[src/rtl/wave_pkg.sv]
// Shared types for the wave NCO: waveform select encoding.
package wave_pkg;

  typedef enum logic [1:0] {
    WAVE_SAW = 2'd0,
    WAVE_TRI = 2'd1,
    WAVE_SQR = 2'd2,
    WAVE_OFF = 2'd3
  } wave_mode_t;

  localparam logic [1:0] MODE_SAW = 2'd0;
  localparam logic [1:0] MODE_TRI = 2'd1;
  localparam logic [1:0] MODE_SQR = 2'd2;
  localparam logic [1:0] MODE_OFF = 2'd3;

endpackage

[src/rtl/wave_nco_if.sv]
// Control and sample-stream bundle for wave_nco; master is the generator side.
interface wave_nco_if
  import wave_pkg::*;
#(
  parameter int width_p       = 12,
  parameter int phase_width_p = 24
);
  logic                     en_i;
  logic [phase_width_p-1:0] freq_i;
  wave_mode_t               mode_i;
  logic [width_p-1:0]       duty_i;
  logic                     sync_i;
  logic                     ready_i;
  logic                     valid_o;
  logic [width_p-1:0]       data_o;

  modport master (
    input  en_i, freq_i, mode_i, duty_i, sync_i, ready_i,
    output valid_o, data_o
  );

  modport slave (
    output en_i, freq_i, mode_i, duty_i, sync_i, ready_i,
    input  valid_o, data_o
  );
endinterface

[src/rtl/wave_shaper.sv]
// Combinational phase-to-amplitude map: saw, triangle, square, off.
module wave_shaper
  import wave_pkg::*;
#(
  parameter int width_p = 12
) (
  input  logic [width_p-1:0] u,
  input  wave_mode_t         mode,
  input  logic [width_p-1:0] duty,
  output logic [width_p-1:0] sample
);

  logic [width_p-1:0] tri_fold;

  // Second half of the cycle mirrors the first so the doubled value ramps back down.
  assign tri_fold = u[width_p-1] ? ~u : u;

  always_comb begin
    sample = '0;
    case (mode)
      WAVE_SAW: sample = u;
      WAVE_TRI: sample = {tri_fold[width_p-2:0], 1'b0};
      WAVE_SQR: sample = (u < duty) ? '1 : '0;
      default:  sample = '0;
    endcase
  end

endmodule

[src/rtl/wave_nco.sv]
// Phase-accumulator NCO with shadowed mode/duty and a registered valid/ready output.
module wave_nco
  import wave_pkg::*;
#(
  parameter int width_p       = 12,
  parameter int phase_width_p = 24
) (
  input  logic       clk_i,
  input  logic       reset_ni,
  wave_nco_if.master bus
);

  logic [phase_width_p-1:0] phase_q;
  logic [phase_width_p:0]   phase_sum;
  logic [width_p-1:0]       u;
  logic [width_p-1:0]       sample;
  logic [width_p-1:0]       duty_q;
  logic [width_p-1:0]       data_q;
  wave_mode_t               mode_q;
  logic                     valid_q;
  logic                     step;
  logic                     shadow_load;

  assign u           = phase_q[phase_width_p-1 -: width_p];
  assign step        = bus.en_i && (!valid_q || bus.ready_i);
  assign phase_sum   = {1'b0, phase_q} + {1'b0, bus.freq_i};
  // Shadows only change at a period boundary, on sync, or while idle, so a
  // waveform never switches shape mid-period.
  assign shadow_load = (step && phase_sum[phase_width_p]) || bus.sync_i || !bus.en_i;

  wave_shaper #(.width_p(width_p)) u_shaper (
    .u      (u),
    .mode   (mode_q),
    .duty   (duty_q),
    .sample (sample)
  );

  always_ff @(posedge clk_i or negedge reset_ni) begin
    if (!reset_ni) begin
      phase_q <= '0;
      data_q  <= '0;
      valid_q <= 1'b0;
      mode_q  <= WAVE_OFF;
      duty_q  <= '0;
    end else begin
      if (step) begin
        data_q  <= sample;
        valid_q <= 1'b1;
      end else if (!bus.en_i && bus.ready_i && valid_q) begin
        valid_q <= 1'b0;
      end

      if (bus.sync_i) begin
        phase_q <= '0;
      end else if (step) begin
        phase_q <= phase_sum[phase_width_p-1:0];
      end

      if (shadow_load) begin
        mode_q <= bus.mode_i;
        duty_q <= bus.duty_i;
      end
    end
  end

  assign bus.valid_o = valid_q;
  assign bus.data_o  = data_q;

endmodule

[src/flat_wrapper.sv]
// flat-port wrapper written by rule: the top's interface ports become plain ports
module wave_nco_flat import wave_pkg::*;
#(
  parameter int width_p       = 12,
  parameter int phase_width_p = 24
)
  (clk_i, reset_ni, bus_en_i, bus_freq_i, bus_mode_i, bus_duty_i, bus_sync_i, bus_ready_i, bus_valid_o, bus_data_o);
  wave_nco_if #(.width_p(width_p), .phase_width_p(phase_width_p)) bus_i ();
  input  logic clk_i;
  input  logic reset_ni;
  input wire logic [$bits(bus_i.en_i)-1:0] bus_en_i;
  input wire logic [$bits(bus_i.freq_i)-1:0] bus_freq_i;
  input wire logic [$bits(bus_i.mode_i)-1:0] bus_mode_i;
  input wire logic [$bits(bus_i.duty_i)-1:0] bus_duty_i;
  input wire logic [$bits(bus_i.sync_i)-1:0] bus_sync_i;
  input wire logic [$bits(bus_i.ready_i)-1:0] bus_ready_i;
  output wire logic [$bits(bus_i.valid_o)-1:0] bus_valid_o;
  output wire logic [$bits(bus_i.data_o)-1:0] bus_data_o;
  assign bus_i.en_i = bus_en_i;
  assign bus_i.freq_i = bus_freq_i;
  assign bus_i.mode_i = bus_mode_i;
  assign bus_i.duty_i = bus_duty_i;
  assign bus_i.sync_i = bus_sync_i;
  assign bus_i.ready_i = bus_ready_i;
  assign bus_valid_o = bus_i.valid_o;
  assign bus_data_o = bus_i.data_o;
  wave_nco #(.width_p(width_p), .phase_width_p(phase_width_p)) u_core (.clk_i(clk_i), .reset_ni(reset_ni), .bus(bus_i));
endmodule
[config.mk]
export PLATFORM = sky130hd
export DESIGN_NAME = wave_nco_flat
export DESIGN_NICKNAME = d
export VERILOG_FILES = /design/src/rtl/wave_pkg.sv /design/src/rtl/wave_nco_if.sv /design/src/rtl/wave_shaper.sv /design/src/rtl/wave_nco.sv /design/src/flat_wrapper.sv
export SDC_FILE = /design/constraint.sdc
export NUM_CORES = 1
export LEC_CHECK = 0
export BUFFER_PORTS_ARGS = -buffer_cell sky130_fd_sc_hd__clkbuf_2
export CAP_MARGIN = 20
export CORE_AREA = 2 2 112 104
export DETAILED_ROUTE_END_ITERATION = 10
export DIE_AREA = 0 0 114 106
export SLEW_MARGIN = 10
export SYNTH_ARGS = -nofsm -noshare
export SYNTH_HDL_FRONTEND = slang
export SYNTH_SLANG_ARGS = --single-unit
export TNS_END_PERCENT = 20
[constraint.sdc]
create_clock -name clk_i -period 7.1 [get_ports clk_i]
set_input_delay 1.42 -clock clk_i [delete_from_list [all_inputs] [get_ports clk_i]]
set_output_delay 1.42 -clock clk_i [all_outputs]
set_load 0.01 [all_outputs]
==> results of run 1 <==
## final cells by class
cell class / count / area (um^2) / area share (%)
tap: 136 / 170.2 / 4.104
clock buffer: 5 / 125.1 / 3.017
sequential: 51 / 1279 / 30.84
multi-input combinational: 296 / 2195 / 52.93
clock inverter: 3 / 27.53 / 0.6638
timing repair buffer: 57 / 290.3 / 7.001
inverter: 16 / 60.06 / 1.448
## final timing paths
check                                                  from                                to  slack [ps]  depth (start not counted)
max                                           bus_freq_i[0]      u_core.duty_q[1]$_DFFE_PN0P_        3200                         10
min                        u_core.bus.data_o[0]$_DFFE_PN0P_  u_core.bus.data_o[0]$_DFFE_PN0P_         490                          1
max reg2reg                   u_core.phase_q[0]$_DFFE_PN0P_      u_core.duty_q[1]$_DFFE_PN0P_        4030                          9
min reg2reg                u_core.bus.data_o[0]$_DFFE_PN0P_  u_core.bus.data_o[0]$_DFFE_PN0P_         490                          1
max in group asynchronous                          reset_ni    u_core.phase_q[23]$_DFFE_PN0P_        5400                          2
min in group asynchronous                          reset_ni  u_core.bus.data_o[7]$_DFFE_PN0P_        1240                          2
## Yosys cell counts, drive strengths merged, types with 2 or more instances
library cell / instances
xor2: 8
or3: 2
dfstp: 2
nand2b: 3
and2: 2
o211ai: 2
a31o: 2
a21o: 10
nand3: 6
xnor2: 24
a311oi: 2
nand2: 37
and2b: 2
inv: 16
dfrtp: 49
and3: 2
nand4: 4
buf: 2
a41oi: 2
a221o: 11
nor3b: 2
o21bai: 4
o21ai: 38
a31oi: 3
a211oi: 6
a21oi: 32
mux2: 14
nor2: 25
clkbuf: 9
ha: 35
a211o: 2
nor3: 2
a22o: 2
a32o: 2
o31a: 2
## flip-flops by register name, indices dropped and copies added, names as in the netlist
signal	count
u_core.duty_q	12
u_core.mode_q	2
u_core.phase_q	24
u_core.bus.valid_o	1
u_core.bus.data_o	12
## routing by layer
layer | vias to the layer above | share of wire (%) | global-route usage (%)
li1 | 1472 | - | -
met1 | 1401 | 50 | 20.54
met2 | 51 | 46 | 24.02
met3 | 4 | 2.6 | 2.052
met4 | 0 | 0.84 | 3.484
met5 | - | 0 | 0
## per-stage QoR
stage	worst slack, ps	std cells
detailed placement	2908	556
global placement	2938	556
floorplan	3381	376
finish	3200	564
CTS	3201	564
global route	3102	564
## worst reg2reg max path: stages, from the launching register on
cell     delay (ps)
dfrtp_1         390
ha_1            220
fa_1            400
a21o_1          180
nand3_1         100
a31o_2          210
o22ai_2         120
a31o_4          280
a41oi_4         650
mux2_2          420
## kinds of logic after synthesis
family | count (synthesis) | share of synthesized area [%]
multiplexers | 14 | 5.372
adder cells (fa/ha/maj) | 36 | 12.60
buffers and inverters | 29 | 4.408
XOR/XNOR | 32 | 7.714
flip-flops | 51 | 35.19
AO/OA/AOI/OAI | 126 | 23.76
AND/OR/NAND/NOR | 88 | 10.95
## power by group
group          total, mW  switching (mW)  leakage, nW  internal [mW]
Clock              0.251           0.117       0.0719          0.134
Combinational      0.328           0.170         1.24          0.158
Sequential         0.383          0.0483        0.647          0.335
==> out/results.tsv, run 1 <==
metric	value	unit
run status	finished clean	
Peak Freq	256.4	MHz
Pre-antenna DRT Iters	4	
fin crit share	54.93	%
die area	12080	um^2
Rows	37	
number of flops mapped to enable cells by yosys	0	
Max-cap violations	0	
Vias/cell	5.191	
Slowest cell on crit path	a41oi_4	
syn nets	455	
CTS H-tree depth	2	
CTS root buf	clkbuf_16	
crit path kind	in2reg	
post-DP HPWL	6.615	mm
mean post-synth cell area	9.664	um^2
Post-Route Setup TNS	0	ps
worst skew pair latency	290	ps
Reg clk slew, reported paths	70	ps
total CTS buffers	5	
Synth Warn #	0	
Slowest Stage Delay on Critical Path	650	ps
Die H	106	um
# IOs	56	
count of cells resized by post-cts repair	0	
Die W	114	um
grt ovf	0	
Top delay family on crit path	compound AO/OA/AOI/OAI gates	
Post-Syn Area	3633	um^2
total power	0.9621	mW
peak supply drop	0.09516	mV
worst slew pin tran	827.6	ps
CORE AREA	11020	um^2
final net count	506	
Mapped Cells	376	
Post-synth ARST share	100.0	%
CP Max Fanout	14	
ys flop type	dfrtp_1	
placed cell areas	3994	um^2
Port Buffer Count	55	
Leakage Power	1.962	nW
Sink Count	51	
Power Density	232.0	nW/um^2
Hold Buf Count CTS	0	
Slew Viols, Final	0	
final setup vio count	0	
top cell type by total area after synthesis	dfrtp_1	
via count	2928	
fin crit period	3900	ps
CTS tree	built	
most frequent cells in the layout	clkbuf_2, dfrtp_1, nand2_1, o21ai_0, ha_1	
ANT cells	0	
Hold Crit Class	reg2reg	
largest net degree at the start of global routing	52	
number of DRC markers in iteration 0	145	
Critical Path RT	7280	ps
most common cell after layout, fill and taps aside	clkbuf_2	
Max clock buf depth	2	
flops & latches, synth	51	
headroom to the max-slew limit	44.83	%
fin area	4146	um^2
hold slack	494.7	ps
FILL cells	1114	
GRT Resource Usage Total	14.69	%
clk_skew	12.64	ps
Final Hold Viols	0	
Routed WL	8.671	mm
first-pass GRT wire length	14.23	mm
post-layout util	37.63	%
gpl congestion	0.8786	
CP cell instances	clkbuf_2 -> ha_1 -> fa_1 -> a21o_1 -> nand3_1 -> a31o_2 -> o22ai_2 -> a31o_4 -> a41oi_4 -> mux2_2	
CP Capture Type	flip-flop	
element type at the critical path start	input port	
share of cells above drive strength 1	21.50	%
Area growth syn-to-layout	14.12	%
CP arrival	4080	ps
RSZ-0062 raised after global routing	false	
starting density of the core	32.98	%
Avg WL per Cell	15.37	um
Yosys cell types	54	
Yosys top cell area share	33.75	%
Final ANT Viol Nets	0	
DRC viols	0	
top cells by area, synth	dfrtp_1, ha_1, xnor2_1	
vias in the first global route	2901	
register area share after synthesis	35.19	%
Post-CTS Setup Bufs	0	
Bufs and invs on worst path	1	
antenna violations before repair	0	
Note: power is estimated with default switching activity, not from simulation.
==> run 2, diff against run 1 <==
- clock period: 7.1 -> 3.7 ns (I/O delays scaled with it)
==> out/results.tsv, run 2 (synthesis gave the netlist of run 1 again) <==
metric	value	unit
Power Internal	1.267	mW
first-pass GRT wire length	14.22	mm
headroom to the max-slew limit	42.46	%
worst r2r path cells	10	
fin crit share	81.98	%
Sink Count	51	
Routed WL	8.613	mm
grt ovf	0	
CTS H-tree depth	2	
antenna violations before repair	0	
GRT Resource Usage Total	14.57	%
final setup vio count	0	
Power Density	456.7	nW/um^2
fin area	4178	um^2
Place WS	346.9	ps
die area	12080	um^2
CP Max Fanout	14	
most frequent cells in the layout	clkbuf_2, dfrtp_1, nand2_1, o21ai_0, ha_1	
placed cell areas	4009	um^2
CTS tree	built	
min setup slack post-route	666.7	ps
sequential share of power	38.6	%
final net count	508	
Final ANT Viol Nets	0	
Max clock buf depth	2	
Vias/cell	5.159	
Die H	106	um
CORE AREA	11020	um^2
Hold Buf Count CTS	0	
gpl congestion	0.8038	
Hold Crit Class	reg2reg	
combinational share of power	33.2	%
Avg WL per Cell	15.22	um
Post-Route Setup TNS	0	ps
worst slew pin tran	863.1	ps
most common cell after layout, fill and taps aside	clkbuf_2	
peak supply drop	0.1847	mV
count of cells resized by post-cts repair	0	
Leakage Power	1.984	nW
starting density of the core	32.98	%
CP Capture Type	flip-flop	
Peak Freq	329.7	MHz
worst skew pair latency	290	ps
fin crit period	3033	ps
Rows	37	
Slew Viols, Final	0	
CTS root buf	clkbuf_16	
run status	finished clean	
Final Hold Viols	0	
Die W	114	um
ANT cells	0	
clk_skew	7.563	ps
Port Buffer Count	55	
worst hold path cell count	1	
# IOs	56	
Critical Path RT	3880	ps
largest net degree at the start of global routing	33	
Sw Share	33.57	%
Reg clk slew, reported paths	70	ps
Sw Pwr	0.6405	mW
total CTS buffers	5	
number of DRC markers in iteration 0	155	
Most flops, register	u_core.phase_q	
RSZ-0062 raised after global routing	false	
CP arrival	3210	ps
DRC viols	0	
Pre-antenna DRT Iters	4	
max reg flops	24	
Max-cap violations	0	
via count	2920	
Clk network pwr share	28.2	%
crit path kind	in2reg	
post-DP HPWL	6.736	mm
vias in the first global route	2939	
share of cells above drive strength 1	21.86	%
element type at the critical path start	input port	
Post-CTS Setup Bufs	0	
Area growth syn-to-layout	14.98	%
==> run 2: cell types whose count changed in the layout (fill, tap and decap cells not counted) <==
cell        change
bufinv_16       +1
buf_4           +2
clkinvlp_4      -1
clkinv_2        +1
inv_8           -1
==> run 2: path summary, 6_finish.rpt <==
| check | to | slack, ps | from |
|---|---|---|---|
| worst max-delay path | u_core.duty_q[0]$_DFFE_PN0P_ | 670 | bus_freq_i[0] |
| worst min-delay path | u_core.bus.data_o[0]$_DFFE_PN0P_ | 490 | u_core.bus.data_o[0]$_DFFE_PN0P_ |
| worst max register to register | u_core.duty_q[0]$_DFFE_PN0P_ | 820 | u_core.phase_q[0]$_DFFE_PN0P_ |
| worst min register to register | u_core.bus.data_o[0]$_DFFE_PN0P_ | 490 | u_core.bus.data_o[0]$_DFFE_PN0P_ |
| max in group asynchronous | u_core.phase_q[23]$_DFFE_PN0P_ | 2420 | reset_ni |
| min in group asynchronous | u_core.bus.data_o[7]$_DFFE_PN0P_ | 510 | reset_ni |
==> run 2: power groups by stage <==
| stage | sequential (mW) | combinational [mW] | clock [mW] |
|---|---|---|---|
| 3_5_place_dp | 0.747 | 0.632 | 0 |
| 3_3_place_gp | 0.744 | 0.617 | 0 |
| 5_1_grt | 0.750 | 0.710 | 0.571 |
| 4_1_cts | 0.737 | 0.636 | 0.548 |
| 2_1_floorplan | 0.724 | 0.484 | 0 |
| 6_report | 0.736 | 0.634 | 0.538 |
==> run 2: area by class of cell <==
class	count	area [um^2]
Clock inverter	3	43.79
Clock buffer	5	125.1
Multi-Input combinational cell	296	2195
Sequential cell	51	1279
Inverter	16	60.06
Timing Repair Buffer	59	305.3
Fill cell	1119	6840
Tap cell	136	170.2
==> run 2: worst max-delay path, stage by stage <==
cell and delay (ps):
clkbuf_2 80, ha_1 230, fa_1 420, a21o_1 190, nand3_1 100, a31o_2 210, o22ai_2 120, a31o_4 270
a41oi_4 190, buf_4 290, mux2_2 360
==> run 2: per-layer routing <==
metal | share of wire (%) | track usage (%)
met1 | 50 | 19.91
met2 | 46 | 24.49
met3 | 3.1 | 2.223
met4 | 0.84 | 2.962
met5 | 0 | 0
==> run 2: stage by stage <==
step                      hold slack, ps  cells  total power [mW]  utilization [%]
after floorplan                    444.4    376             1.208                -
after global placement             469.3    558             1.361            36.38
after detailed placement           475.8    558             1.378            36.38
after CTS                          490.9    566             1.921            37.92
after global routing               517.5    566             2.030            37.92
final                              487.2    566             1.908            37.92
